==> config.mk <==
export PLATFORM = sky130hd
export DESIGN_NAME = serial_thermo_accum
export DESIGN_NICKNAME = d
export VERILOG_FILES = /design/src/rtl/serial_thermo_pkg.sv /design/src/rtl/serial_popcount_lane.sv /design/src/rtl/serial_thermo_accum.sv
export SDC_FILE = /design/constraint.sdc
export NUM_CORES = 1
export LEC_CHECK = 0
export ABC_AREA = 1
export CORE_MARGIN = 1.5
export CORE_UTILIZATION = 55
export CTS_CLUSTER_SIZE = 14
export DETAILED_ROUTE_END_ITERATION = 10
export PLACE_DENSITY = 0.78
export RECOVER_POWER = 25
export SYNTH_ARGS = -nofsm -noshare
export SYNTH_HDL_FRONTEND = slang
export SYNTH_SLANG_ARGS = --single-unit
==> constraint.sdc <==
create_clock -name clk -period 2.53 [get_ports clk]
set_clock_uncertainty 0.15 [all_clocks]
set_input_delay 0.506 -clock clk [delete_from_list [all_inputs] [get_ports clk]]
set_output_delay 0.506 -clock clk [all_outputs]
set_load 0.02 [all_outputs]
==> src/rtl/serial_thermo_pkg.sv <==
// Shared types and helpers for the serial thermometer accumulator.
// Optional build macro: SERIAL_THERMO_SCOMP_EN selects offset (signed) lane results.
package serial_thermo_pkg;

  typedef enum logic [1:0] {
    IDLE  = 2'd0,
    ACCUM = 2'd1,
    HOLD  = 2'd2
  } state_t;

  // Per-lane result width: clog2(frame_len)+1, so a full-frame count of ones still fits.
  function automatic int sum_width(input int frame_len);
    int w;
    w = 0;
    for (int i = 0; i < 31; i++) begin
      if ((1 << i) < frame_len) begin
        w = i + 1;
      end
    end
    return w + 1;
  endfunction

endpackage

==> src/rtl/serial_popcount_lane.sv <==
// One serial lane: counts the ones seen while enabled. Clear has priority over enable.
module serial_popcount_lane
  import serial_thermo_pkg::*;
#(
  parameter int FRAME_LEN = 32,
  localparam int SW = sum_width(FRAME_LEN)
) (
  input  logic          clk,
  input  logic          rst,
  input  logic          clear,
  input  logic          enable,
  input  logic          bit_in,
  output logic [SW-1:0] count
);

  always_ff @(posedge clk or posedge rst) begin
    if (rst) begin
      count <= '0;
    end else if (clear) begin
      count <= '0;
    end else if (enable && bit_in) begin
      count <= count + {{(SW-1){1'b0}}, 1'b1};
    end
  end

endmodule

==> src/rtl/serial_thermo_accum.sv <==
// Multi-lane serial thermometer accumulator with a valid/ready result handshake.
// Optional build macro: SERIAL_THERMO_SCOMP_EN outputs count-FRAME_LEN/2 in two's complement.
module serial_thermo_accum
  import serial_thermo_pkg::*;
#(
  parameter int NUM_CH    = 4,
  parameter int FRAME_LEN = 32,
  localparam int SW = sum_width(FRAME_LEN)
) (
  input  logic                 clk,
  input  logic                 rst,
  input  logic                 start,
  input  logic                 abort,
  input  logic                 in_valid,
  input  logic [NUM_CH-1:0]    serial_in,
  output logic                 busy,
  output logic                 out_valid,
  input  logic                 out_ready,
  output logic [NUM_CH*SW-1:0] sum_out
);

  localparam logic [SW-1:0] LAST_IDX = SW'(FRAME_LEN - 1);

  state_t                 state;
  state_t                 state_next;
  logic [SW-1:0]          bit_cnt;
  logic                   lane_clear;
  logic                   lane_en;
  logic                   frame_done;
  logic [NUM_CH*SW-1:0]   result;

  assign busy      = (state != IDLE);
  assign out_valid = (state == HOLD);

  // Abort wins over a simultaneous last bit, so frame_done is only reachable without abort.
  always_comb begin
    state_next = state;
    lane_clear = 1'b0;
    lane_en    = 1'b0;
    frame_done = 1'b0;
    case (state)
      IDLE: begin
        if (start) begin
          lane_clear = 1'b1;
          state_next = ACCUM;
        end
      end
      ACCUM: begin
        if (abort) begin
          lane_clear = 1'b1;
          state_next = IDLE;
        end else if (in_valid) begin
          lane_en = 1'b1;
          if (bit_cnt == LAST_IDX) begin
            frame_done = 1'b1;
            state_next = HOLD;
          end
        end
      end
      HOLD: begin
        if (out_ready) begin
          if (start) begin
            lane_clear = 1'b1;
            state_next = ACCUM;
          end else begin
            state_next = IDLE;
          end
        end
      end
      default: state_next = IDLE;
    endcase
  end

  always_ff @(posedge clk or posedge rst) begin
    if (rst) begin
      state   <= IDLE;
      bit_cnt <= '0;
      sum_out <= '0;
    end else begin
      state <= state_next;
      if (lane_clear) begin
        bit_cnt <= '0;
      end else if (lane_en) begin
        bit_cnt <= bit_cnt + {{(SW-1){1'b0}}, 1'b1};
      end
      if (frame_done) begin
        sum_out <= result;
      end
    end
  end

  // The last bit is still in flight when results latch, so fold it in combinationally.
  for (genvar k = 0; k < NUM_CH; k++) begin : g_lane
    logic [SW-1:0] lane_count;
    logic [SW-1:0] final_count;

    serial_popcount_lane #(
      .FRAME_LEN (FRAME_LEN)
    ) u_lane (
      .clk    (clk),
      .rst    (rst),
      .clear  (lane_clear),
      .enable (lane_en),
      .bit_in (serial_in[k]),
      .count  (lane_count)
    );

    assign final_count = lane_count + {{(SW-1){1'b0}}, serial_in[k]};

`ifdef SERIAL_THERMO_SCOMP_EN
    localparam logic [SW-1:0] HALF = SW'(FRAME_LEN / 2);
    assign result[k*SW +: SW] = final_count - HALF;
`else
    assign result[k*SW +: SW] = final_count;
`endif
  end

endmodule

==> impl_metrics.ini <==
[run_status]
outcome = completed

[floorplan]
die_h_um = 78.6
dieArea_um2 = 6170
rows = 27
die_x_um = 78.6
core_area_um2 = 5510
start_util_pct = 57.0
io_pins = 36

[yosys]
synth-edff-count = 0
yosysWarnings = 0
synth_top_family_by_area = simple AND/OR/NAND/NOR gates
synth_area_um2 = 3140
synthXorXnorAreaFrac_pct = 3.90
yosysTopAreaCell = dfrtp_1
synth-simple-area-share_pct = 33.3
synthFlopType = dfrtp_1
synth_nets = 405
ys_async_sr_fraction_pct = 100
synth_seq_cells = 56
synthMuxAreaShare_pct = 0
synthDistinctLibCells = 26
yosysSeqAreaShare_pct = 44.6
syn-mean-instance-area_um2 = 8.22
netlist.area_leader.share_pct = 44.6
synth_area_leaders = dfrtp_1 (45%), nand2_1 (14%), nand3_1 (9.2%)
synth_compound_area_share_pct = 5.74
synthAdderAreaFrac_pct = 5.18
netlist_instances = 382

[timing]
whs_ns = 0.333
relSlewSlack_pct = 52.0
slew_violations = 0
grt_setup_unrepaired = no
fin_ws_ns = 0.269
finalCritPeriodShare_pct = 89.4
finalHoldViolCount = 0
fmax_mhz = 442
fin_crit_ns = 2.26
tns_ns = 0
tightest_slew_ns = 0.719
setup_violations = 0

[routing]
first_pass_iters = 4
drtIter0Drc = 132
drt_wl_total_um = 6070
antenna_left = 0
drc = 0
post_drt_via_cell_ratio = 5.36
vias = 2618
wl_per_cell_um = 12.4

[finish]
diodes = 0
drive_above_1_share_pct = 10.1
area_delta_synth_final_pct = 16.5
nets = 438
final_cell_mix = nand2_1 (120), nand3_1 (58), dfrtp_1 (56)
final_common_cell = nand2_1

[grt]
track_usage_pct = 21.4
grt_max_degree = 41
overflow = 0
grt_pass1_wl_um = 10600
grt_pass1_vias = 2429
grt_antenna_before_repair = 0

[setup_path]
worstSetupPathType = reg2out
r2r-start = bit_cnt[0]
worstPathMaxFanout = 5
start_kind = register
crit_required_ns = 1.87
startpoint = state[1]
arrival_ns = 1.60
cp-end-kind = primary output

[place]
io_buffers = 35
place_congestion = 0.832
dp_hpwl_um = 4430
dp_slack_ns = 0.345

[clock_network]
cts_setup_buffers = 0
cts_root_buffer = clkbuf_8
htree_levels = 2
ctsResizeCount = 0
clkTransAtPathRegs_ns = 0.10
cts_made_buffers = 5
numClockSinks = 56
cts_tree = built
ctsLongestPathBuffers = 2
clk_latency_ns = 0.31
cts_hold_buf = 0

[worst_hold_path]
min-delay-start = sum_out[13]
min_path_type = reg2reg

[job]
drv_cap = 0

[power_and_ir_drop]
leakagePower_nw = 1.82
powerDensity_nw_per_um2 = 466
vdd_drop_max_mv = 0.283
## cells in the mapped netlist, types with 6 or more instances
cell,instances
buf_2,8
dfrtp_1,56
ha_1,13
inv_1,31
nand2_1,120
nand3_1,58
nand4_1,16
nor2_1,11
nor2_4,6
o21ai_0,8
o21ai_2,8
xor2_1,9
## cell families after synthesis
kind of cell,count (synthesis)
AND/OR/NAND/NOR,221
flip-flops,56
buffers and inverters,50
AO/OA/AOI/OAI,28
XOR/XNOR,14
adder cells (fa/ha/maj),13
## critical path: stages (launching register included)
cell             delay (ns)
dfrtp_1                0.46
or2_2                  0.30
clkdlybuf4s50_1        0.54
## per-layer routing
layer	vias to the layer above	wire length (um)	global-route usage, %	part of all wire, %
met5	-	0	0	0
met4	0	76	5.54	1.3
li1	1311	-	-	-
met3	7	158	3.60	2.6
met1	1261	2790	26.7	46
met2	39	3050	38.1	50
## final cells by class
| type | count | area [um^2] |
|---|---|---|
| clock buffers | 6 | 82.6 |
| clock inverters | 2 | 38.8 |
| fillers | 468 | 1850 |
| inverters | 36 | 135 |
| multi-input cells | 276 | 1510 |
| flip-flops and latches | 56 | 1400 |
| well taps | 72 | 90.1 |
| repair buffers | 40 | 400 |
## through the flow
step / utilization [%] / instance area [um^2] / power [mW] / std cells
after detailed placement: 64.3 / 3540 / 1.11 / 480
after CTS: 66.5 / 3660 / 1.73 / 488
after floorplan: - / 3140 / 1.05 / 382
final: 66.5 / 3660 / 1.71 / 488
after global placement: 64.3 / 3540 / 1.11 / 480
after global routing: 66.5 / 3660 / 1.79 / 488
## power by group
| group | switching, mW | internal (mW) |
|---|---|---|
| registers | 0.0170 | 0.906 |
| clock network | 0.287 | 0.324 |
| logic | 0.115 | 0.0565 |
| total | 0.419 | 1.29 |
## registers in the layout, summed over array words and instances, names as in the netlist
signal,cells
sum_out,24
g_lane.u_lane.count,24
bit_cnt,6
state,2
## worst paths after layout
check                              endpoint  slack (ns)  cells after the start
worst min-delay path            sum_out[13]        0.33                      2
worst max register to register  sum_out[15]        0.74                      7
worst max-delay path                   busy        0.27                      2
worst min register to register  sum_out[13]        0.33                      2
min in group asynchronous       sum_out[21]        0.59                      2
max in group asynchronous        bit_cnt[1]        0.98                      3
(Power assumes the default switching activity.)
